**src/rtl/cba_pkg.sv**
```systemverilog
// Shared types and constants for the CBA configuration-chain driver.
package cba_pkg;

    // Driver sequencing states.
    typedef enum logic [2:0] {
        ST_IDLE  = 3'd0,
        ST_SETUP = 3'd1,
        ST_WRITE = 3'd2,
        ST_HOLD  = 3'd3,
        ST_AZ    = 3'd4
    } cba_state_e;

    // Default bus widths of the core-column configuration chain.
    localparam int CBA_ROW_BITS        = 8;
    localparam int CBA_DATA_BITS       = 16;
    localparam int CBA_SG_LATENCY_BITS = 9;

    // Default write-sequence phase lengths and auto-zero counter width.
    localparam int DEF_SETUP_CYC   = 2;
    localparam int DEF_WRITE_CYC   = 2;
    localparam int DEF_HOLD_CYC    = 1;
    localparam int DEF_AZ_CNT_BITS = 16;

    // Phase counter width; must hold every phase length and an 8-bit AZ width.
    localparam int PHASE_BITS = 8;

    // "No row selected" code on the default-width row bus.
    localparam logic [CBA_ROW_BITS-1:0] ROW_IDLE = '1;

    // An auto-zero width of zero still yields a one-cycle pulse.
    function automatic logic [7:0] az_width_eff(input logic [7:0] width);
        return (width == 8'd0) ? 8'd1 : width;
    endfunction

endpackage

```
**src/rtl/cba_az_timer.sv**
```systemverilog
// Auto-zero scheduler: free-running period counter plus a sticky pending flag
// that merges periodic expiries and one-shot requests until acknowledged.
module cba_az_timer #(
    parameter int AZ_CNT_BITS = 16
) (
    input  logic                   i_clk,
    input  logic                   i_reset,
    input  logic                   i_az_en,
    input  logic [AZ_CNT_BITS-1:0] i_az_period,
    input  logic                   i_az_req,
    input  logic                   i_az_ack,
    output logic                   o_az_pending
);

    logic [AZ_CNT_BITS-1:0] r_cnt;
    logic                   r_run;
    logic                   r_pending;
    logic                   w_enabled;
    logic                   w_expire;

    // A zero period disables periodic pulses even with the enable set.
    assign w_enabled = i_az_en && (i_az_period != '0);
    assign w_expire  = w_enabled && r_run && (r_cnt == '0);

    // Down-counter: loads period-1 on start, reloads on every expiry,
    // cleared whenever periodic auto-zero is disabled.
    always_ff @(posedge i_clk) begin
        // NOTE: sequential state uses non-blocking assignments so every register
        // samples the pre-edge values and simulation matches the synthesized flops.
        if (i_reset) begin
            r_cnt <= '0;
            r_run <= 1'b0;
        end else if (!w_enabled) begin
            r_cnt <= '0;
            r_run <= 1'b0;
        end else if (!r_run || (r_cnt == '0)) begin
            r_cnt <= i_az_period - 1'b1;
            r_run <= 1'b1;
        end else begin
            r_cnt <= r_cnt - 1'b1;
        end
    end

    // Pending flag: set by expiry or request (setting wins), cleared by the
    // acknowledge issued when the driver enters its AZ state.
    always_ff @(posedge i_clk) begin
        if (i_reset) begin
            r_pending <= 1'b0;
        end else if (w_expire || i_az_req) begin
            r_pending <= 1'b1;
        end else if (i_az_ack) begin
            r_pending <= 1'b0;
        end
    end

    assign o_az_pending = r_pending;

endmodule

```
**src/rtl/cba_cfg_driver.sv**
```systemverilog
// Upstream driver of the core-column CBA configuration chain: sequences pixel
// writes onto the row/data bus, issues auto-zero pulses and applies global FE
// settings only while the chain is quiet.
module cba_cfg_driver
    import cba_pkg::*;
#(
    parameter int ROW_BITS    = CBA_ROW_BITS,
    parameter int DATA_BITS   = CBA_DATA_BITS,
    parameter int LAT_BITS    = CBA_SG_LATENCY_BITS,
    parameter int SETUP_CYC   = DEF_SETUP_CYC,
    parameter int WRITE_CYC   = DEF_WRITE_CYC,
    parameter int HOLD_CYC    = DEF_HOLD_CYC,
    parameter int AZ_CNT_BITS = DEF_AZ_CNT_BITS
) (
    input  logic                   i_clk,
    input  logic                   i_reset,
    input  logic                   i_wr_valid,
    output logic                   o_wr_ready,
    input  logic [ROW_BITS-1:0]    i_wr_row,
    input  logic [DATA_BITS-1:0]   i_wr_data,
    input  logic                   i_az_en,
    input  logic [AZ_CNT_BITS-1:0] i_az_period,
    input  logic [7:0]             i_az_width,
    input  logic                   i_az_req,
    input  logic                   i_cfg_sel_c2f,
    input  logic                   i_cfg_sel_c4f,
    input  logic                   i_cfg_fast_en,
    input  logic [LAT_BITS-1:0]    i_cfg_sync_time,
    output logic [ROW_BITS-1:0]    o_row_out,
    output logic [DATA_BITS-1:0]   o_data_out,
    output logic                   o_wr_en,
    output logic                   o_phi_az_out,
    output logic                   o_sel_c2f_out,
    output logic                   o_sel_c4f_out,
    output logic                   o_fast_en_out,
    output logic [LAT_BITS-1:0]    o_write_sync_time_out,
    output logic                   o_busy
);

    localparam logic [ROW_BITS-1:0]   ROW_NONE   = '1;
    localparam logic [PHASE_BITS-1:0] SETUP_LAST = PHASE_BITS'(SETUP_CYC - 1);
    localparam logic [PHASE_BITS-1:0] WRITE_LAST = PHASE_BITS'(WRITE_CYC - 1);
    localparam logic [PHASE_BITS-1:0] HOLD_LAST  = PHASE_BITS'(HOLD_CYC - 1);

    cba_state_e            r_state;
    cba_state_e            w_state_nxt;
    logic [PHASE_BITS-1:0] r_phase;
    logic [PHASE_BITS-1:0] w_phase_nxt;
    logic [7:0]            r_az_last;
    logic                  r_ready_en;
    logic                  w_az_pending;
    logic                  w_az_ack;
    logic                  w_accept;
    logic                  w_quiet;

    logic [ROW_BITS-1:0]   r_row;
    logic [DATA_BITS-1:0]  r_data;
    logic                  r_wr_en;
    logic                  r_phi_az;
    logic                  r_busy;
    logic                  r_sel_c2f;
    logic                  r_sel_c4f;
    logic                  r_fast_en;
    logic [LAT_BITS-1:0]   r_sync_time;

    cba_az_timer #(
        .AZ_CNT_BITS (AZ_CNT_BITS)
    ) u_az_timer (
        .i_clk        (i_clk),
        .i_reset      (i_reset),
        .i_az_en      (i_az_en),
        .i_az_period  (i_az_period),
        .i_az_req     (i_az_req),
        .i_az_ack     (w_az_ack),
        .o_az_pending (w_az_pending)
    );

    // r_ready_en holds ready low through reset and releases it one edge later.
    assign o_wr_ready = r_ready_en && (r_state == ST_IDLE) && !w_az_pending;

    // Next-state decode; pending auto-zero takes priority over a write request.
    always_comb begin
        // NOTE: every signal assigned here gets a default first, so no path
        // leaves one unassigned and no latch is inferred.
        w_state_nxt = r_state;
        w_phase_nxt = r_phase;
        w_accept    = 1'b0;
        w_az_ack    = 1'b0;
        case (r_state)
            ST_IDLE: begin
                if (w_az_pending) begin
                    w_state_nxt = ST_AZ;
                    w_phase_nxt = '0;
                    w_az_ack    = 1'b1;
                end else if (i_wr_valid && o_wr_ready) begin
                    w_state_nxt = ST_SETUP;
                    w_phase_nxt = '0;
                    w_accept    = 1'b1;
                end
            end
            ST_SETUP: begin
                if (r_phase == SETUP_LAST) begin
                    w_state_nxt = ST_WRITE;
                    w_phase_nxt = '0;
                end else begin
                    w_phase_nxt = r_phase + 1'b1;
                end
            end
            ST_WRITE: begin
                if (r_phase == WRITE_LAST) begin
                    w_state_nxt = ST_HOLD;
                    w_phase_nxt = '0;
                end else begin
                    w_phase_nxt = r_phase + 1'b1;
                end
            end
            ST_HOLD: begin
                if (r_phase == HOLD_LAST) begin
                    w_state_nxt = ST_IDLE;
                    w_phase_nxt = '0;
                end else begin
                    w_phase_nxt = r_phase + 1'b1;
                end
            end
            ST_AZ: begin
                if (r_phase == r_az_last) begin
                    w_state_nxt = ST_IDLE;
                    w_phase_nxt = '0;
                end else begin
                    w_phase_nxt = r_phase + 1'b1;
                end
            end
            default: begin
                w_state_nxt = ST_IDLE;
                w_phase_nxt = '0;
            end
        endcase
    end

    // Settings may only move when the FSM stays idle across the edge.
    assign w_quiet = (r_state == ST_IDLE) && (w_state_nxt == ST_IDLE);

    // State register and registered chain outputs derived from the next state,
    // so strobes line up exactly with the state they belong to.
    always_ff @(posedge i_clk) begin
        if (i_reset) begin
            r_state    <= ST_IDLE;
            r_phase    <= '0;
            r_az_last  <= '0;
            r_ready_en <= 1'b0;
            r_row      <= ROW_NONE;
            r_data     <= '0;
            r_wr_en    <= 1'b0;
            r_phi_az   <= 1'b0;
            r_busy     <= 1'b0;
        end else begin
            r_state    <= w_state_nxt;
            r_phase    <= w_phase_nxt;
            r_ready_en <= 1'b1;
            r_wr_en    <= (w_state_nxt == ST_WRITE);
            r_phi_az   <= (w_state_nxt == ST_AZ);
            r_busy     <= (w_state_nxt != ST_IDLE);
            if (w_az_ack) begin
                r_az_last <= az_width_eff(i_az_width) - 8'd1;
            end
            if (w_accept) begin
                r_row  <= i_wr_row;
                r_data <= i_wr_data;
            end else if ((r_state == ST_HOLD) && (w_state_nxt == ST_IDLE)) begin
                r_row  <= ROW_NONE;
            end
        end
    end

    // Global FE shadow registers, refreshed only at quiet points.
    always_ff @(posedge i_clk) begin
        if (i_reset) begin
            r_sel_c2f   <= 1'b0;
            r_sel_c4f   <= 1'b0;
            r_fast_en   <= 1'b0;
            r_sync_time <= '0;
        end else if (w_quiet) begin
            r_sel_c2f   <= i_cfg_sel_c2f;
            r_sel_c4f   <= i_cfg_sel_c4f;
            r_fast_en   <= i_cfg_fast_en;
            r_sync_time <= i_cfg_sync_time;
        end
    end

    assign o_row_out             = r_row;
    assign o_data_out            = r_data;
    assign o_wr_en               = r_wr_en;
    assign o_phi_az_out          = r_phi_az;
    assign o_busy                = r_busy;
    assign o_sel_c2f_out         = r_sel_c2f;
    assign o_sel_c4f_out         = r_sel_c4f;
    assign o_fast_en_out         = r_fast_en;
    assign o_write_sync_time_out = r_sync_time;

endmodule
```
**config.mk**
```make
export PLATFORM = sky130hd
export DESIGN_NAME = cba_cfg_driver
export DESIGN_NICKNAME = d
export VERILOG_FILES = /design/src/rtl/cba_pkg.sv /design/src/rtl/cba_az_timer.sv /design/src/rtl/cba_cfg_driver.sv
export SDC_FILE = /design/constraint.sdc
export NUM_CORES = 1
export LEC_CHECK = 0
export BUFFER_PORTS_ARGS = -buffer_cell sky130_fd_sc_hd__clkbuf_2
export CORE_MARGIN = 2
export CORE_UTILIZATION = 56
export CTS_BUF_LIST = sky130_fd_sc_hd__clkbuf_16
export CTS_CLUSTER_SIZE = 10
export DETAILED_ROUTE_END_ITERATION = 6
export GPL_TIMING_DRIVEN = 1
export PLACE_DENSITY_LB_ADDON = 0.12
export SYNTH_ARGS = -nofsm -noshare
export SYNTH_HDL_FRONTEND = slang
export SYNTH_SLANG_ARGS = --single-unit
```
**constraint.sdc**
```tcl
create_clock -name i_clk -period 9.98 [get_ports i_clk]
set_input_delay 0.998 -clock i_clk [delete_from_list [all_inputs] [get_ports i_clk]]
set_output_delay 0.998 -clock i_clk [all_outputs]
set_load 0.01 [all_outputs]
```
[After elaboration in Yosys (flattened, before gate mapping)]
Index checks and enable logic that the tools add are counted.
Storage, ports and cells
  logic and storage cells: 78
  output and inout port bits: 40
  latch bits: 0
  register bits after elaboration: 77
  bits of input ports: 65
  bits in writable memories: 0
  memories: 0
  memory bits (read-only): 0
Operators by class
  shifts and indexed selects: 0
  div/mod/pow operators: 0
  $lt $le $gt $ge: 0
  multiply operators: 0
  bitwise logic cells: 1
  add/sub/neg operators: 4
  reductions and logical operators: 23
  equality and inequality tests: 9
  mux-type cells: 25
Operator list (count)
  $mux W8: 8
  $pmux W8 S4: 1
  $sub A16 B1 Y16 const B: 2
  $mux W3: 6
  $logic_not A16 Y1: 1
  $logic_not A8 Y1: 2
  $mux W16: 1
  $reduce_bool A16 Y1: 1
  $pmux W3 S5: 1
  $eq A3 B2 Y1 const B: 3
  $add A8 B1 Y8 const B: 1
  $eq A8 B1 Y1 const B: 1
  $eq A8 B8 Y1: 1
  $logic_and A1 B1 Y1: 8
  $mux W1: 8
  $sub A8 B1 Y8 const B: 1
  $eq A3 B3 Y1 const B: 2
  $logic_not A3 Y1: 2
  $reduce_bool A2 Y1: 2
  $reduce_or A2 Y1: 2
  $eq A3 B1 Y1 const B: 1
  $ne A3 B1 Y1 const B: 1
  $reduce_bool A3 Y1: 1
  $logic_not A1 Y1: 2
  2 further kinds: 3

[Depth between registers and ports, before layout]
  depth after elaboration: 11
  depth in mapped cells: 13
  depth with buffers taken out: 10

[Modules after synthesis]
From an unflattened synthesis, not the netlist that was laid out.
Second synthesis, totals
  cells, all modules: 442
  area, all modules: 3781.1 um^2
By module, submodules not included
  cba_cfg_driver: times used 1, area an instance 2546.2 um^2, seq. area each 1181.1 um^2, cells an instance 302
  cba_az_timer: times used 1, area an instance 1234.9 um^2, seq. area each 360.3 um^2, cells an instance 140

[Least setup slack after synthesis]
OpenSTA, ideal clock, no wires.
  path kind: register to register
  from: register u_az_timer.r_cnt[9]
  to: register u_az_timer.r_cnt[14]
  arrival time: 3.005 ns
  cell stages (with the launch flop): 13
  library setup time: 0.121 ns
  slack: 6.854 ns
  buffers on the path: 3
  data required time: 9.859 ns
  clock period less this slack: 3.126 ns
  cells stage by stage: dfxtp_1 > or3_4 > nor4_4 > a21o_1 > buf_6 > buf_6 > buf_4 > mux2i_1 > ha_1 > nand2b_1 > mux2_2 > nor4_2 > mux2_2
Between the ends
  word-level cells in the longest chain between the ends: 3
  elaborated cells between the ends (all ways): 4
  those cells by class: add/sub (1); mux (1); reduce/logical (2)
RTL lines
  from (decl): RTL line cba_az_timer.sv:15  | logic [AZ_CNT_BITS-1:0] r_cnt;
  from (signal assigned): RTL line cba_az_timer.sv:37  | r_cnt <= i_az_period - 1'b1;
  from (signal assigned): RTL line cba_az_timer.sv:40  | r_cnt <= r_cnt - 1'b1;
  branches (longest 2 deep; another with $sub A16 B1 Y16)
  $mux W16 *: RTL line cba_az_timer.sv:36  | end else if (!r_run || (r_cnt == '0)) begin
Mark *: on every way between the ends.
A chain may end at the register's enable or synchronous reset.

[Final worst setup path]
Ends and elaborated chain as after synthesis.

==> impl_metrics.tcl <==
set metrics [dict create \
    status "completed" \
    cts_buffers 9 \
    hold_violations 0 \
    internal_power_mw 0.594 \
    synth-seq-area-share 0.425 \
    dieArea_um2 7140 \
    antenna_found_initial 0 \
    drc_errors 0 \
    cts_tree "done" \
    worst-setup-path-type "flop to flop" \
    cts_max_level 3 \
    final_cell_mix "clkbuf_2, nand2_1, dfxtp_1" \
    die_h_um 84.5 \
    hold_ws_ps 454 \
    seq_power_share 0.423 \
    nNetsFinal 606 \
    utilization 0.701 \
    fin_skew_ps 7.41 \
    num_rows 29 \
    syn_area_um2 3630 \
    ant_nets 0 \
    drt_pass1_iterations 6 \
    num_io_pins 105 \
    grt-ovfl-total 0 \
    syn_to_final_growth_pct 22.0 \
    pwr-share-clk 0.335 \
    maxCapViolations 0 \
    place_ws_ps 6250 \
    numClockSinks 77 \
    grt_setup_unrepaired "no" \
    crit_fanout 23 \
    ctsResizeCount 0 \
    port_buffers 104 \
    fmax_mhz 266 \
    period_needed_ps 3760 \
    irDropWorstVdd_uv 150 \
    grt_pass1_wl_mm 14.8 \
    end_kind "flop" \
    start_util 0.575 \
    combPwrFrac 0.242 \
    dr.first_iter.drc_count 215 \
    dp_hpwl_mm 6.38 \
    clk_pin_slew_ps 60 \
    fin_ws_ps 6220 \
    crit_arrival_ps 3980 \
    clk_latency_ps 330 \
    pwr_density_cell_nw_per_um2 197 \
    postCtsSetupBuffers 0 \
    grt_max_degree 45 \
    synth_area_leader_cell "dfxtp_1" \
    place_congestion 0.872 \
    viasPerCell 5.56 \
    clockBufferDepth 2 \
    cts_hold_buf 0 \
    grt_use_total 0.253 \
    synth_top_area_frac 0.425 \
    ys_seq_elements 77 \
    final_common_cell "clkbuf_2" \
    maxSlewHeadroom 0.330 \
    drive_gt1_frac 0.254 \
    synth_fp_nets 511 \
    setup_viol 0 \
    synth-warning-count 0 \
    synth_edf_count 0 \
    slew_viol_final 0 \
    crit_required_ps 10200 \
    postRouteWirelength_mm 8.83 \
    synthFlopType "dfxtp_1" \
    cts_root_buffer "clkbuf_16" \
    timing.setup.tns_ps 0 \
    worstMarginPinSlew_ps 1010 \
    core_um2 6310 \
    switching_share 0.320 \
    final_cell_count_no_fill 617 \
    period_share 0.377 \
    wl_per_cell_um 14.3 \
    synthCells 441 \
    cp-start-kind "flop" \
    netSwitchingPower_mw 0.280 \
    holdCritPathClass "flop to flop" \
    async_flop_share 0 \
    leakage_nw 1.90 \
    syn_area_per_cell_um2 8.23 \
    fp.dieW_um 84.5 \
    grt_pass1_vias 3188 \
    antennaDiodeCount 0 \
    num_vias 3428 \
    synth.distinct_cells 51 \
    post-place-cells 602 \
    synth.area.top_cells "dfxtp_1, nand2_1, a21oi_1" \
]
## final cells by class
class	count	area (um2)
multi-input cells	332	1950
fillers	550	1890
flip-flops and latches	77	1540
repair buffers	106	536
clock buffers	9	225
well taps	77	96.3
clock inverters	6	40.0
inverters	10	37.5
## path summary, 6_finish.rpt
| kind | start | end | slack [ps] | depth (start not counted) |
|---|---|---|---|---|
| max | u_az_timer.r_cnt[9] | u_az_timer.r_cnt[14] | 6220 | 9 |
| min | o_write_sync_time_out[7] | o_write_sync_time_out[7] | 450 | 2 |
| max reg2reg | u_az_timer.r_cnt[9] | u_az_timer.r_cnt[14] | 6220 | 9 |
| min reg2reg | o_write_sync_time_out[7] | o_write_sync_time_out[7] | 450 | 2 |
## synthesized netlist by cell type (all sizes together), types with 8 or more instances
cell	number
o21ai	15
nor2	27
nor4	10
nor3b	8
nand2	91
a21oi	41
dfxtp	77
nor3	19
xnor2	15
clkbuf	18
mux2i	14
inv	10
nand3	13
## cell families after synthesis
group / count (synthesis) / share of synthesized area
AND/OR/NAND/NOR: 199 / 0.267
flip-flops: 77 / 0.425
multiplexers: 18 / 0.0521
AO/OA/AOI/OAI: 88 / 0.147
XOR/XNOR: 22 / 0.0531
buffers and inverters: 32 / 0.0386
adder cells (fa/ha/maj): 5 / 0.0172
## metal layers
layer  vias up  global-route usage  share of wire
li1       1734                   -              -
met1      1573               0.325           0.44
met2       105               0.409           0.49
met3        16              0.0521          0.050
met4         0               0.114          0.019
met5         -                   0              0
## power groups by stage
| stage | Clock (mW) | Sequential [mW] | Combinational [mW] |
|---|---|---|---|
| 2_1_floorplan | 0 | 0.377 | 0.141 |
| 4_1_cts | 0.296 | 0.369 | 0.211 |
| 3_3_place_gp | 0 | 0.374 | 0.204 |
| 3_5_place_dp | 0 | 0.376 | 0.209 |
| 6_report | 0.292 | 0.370 | 0.212 |
| 5_1_grt | 0.307 | 0.374 | 0.237 |
## registers in the layout, indices dropped and copies added, names as in the netlist
register,cells
o_write_sync_time_out,9
o_sel_c4f_out,1
u_az_timer.r_cnt,16
o_phi_az_out,1
o_wr_en,1
u_az_timer.r_run,1
r_state,3
o_sel_c2f_out,1
r_ready_en,1
o_data_out,16
o_busy,1
u_az_timer.o_az_pending,1
r_phase,8
o_row_out,8
o_fast_en_out,1
r_az_last,8
## metrics by stage
step	total power, mW	cell area, um2
finish	0.874	4430
global route	0.919	4430
CTS	0.877	4430
detailed placement	0.584	4160
global placement	0.578	4160
floorplan	0.517	3630
## critical path: stages, from the launching register on
cell      delay, ps
dfxtp_1         340
or3_4           410
nor4_4          370
a21o_1          840
mux2i_1         310
ha_1            240
nand2b_1        110
mux2_2          380
nor4_2          270
mux2_2          360
Note: power is estimated with default switching activity, not from simulation.
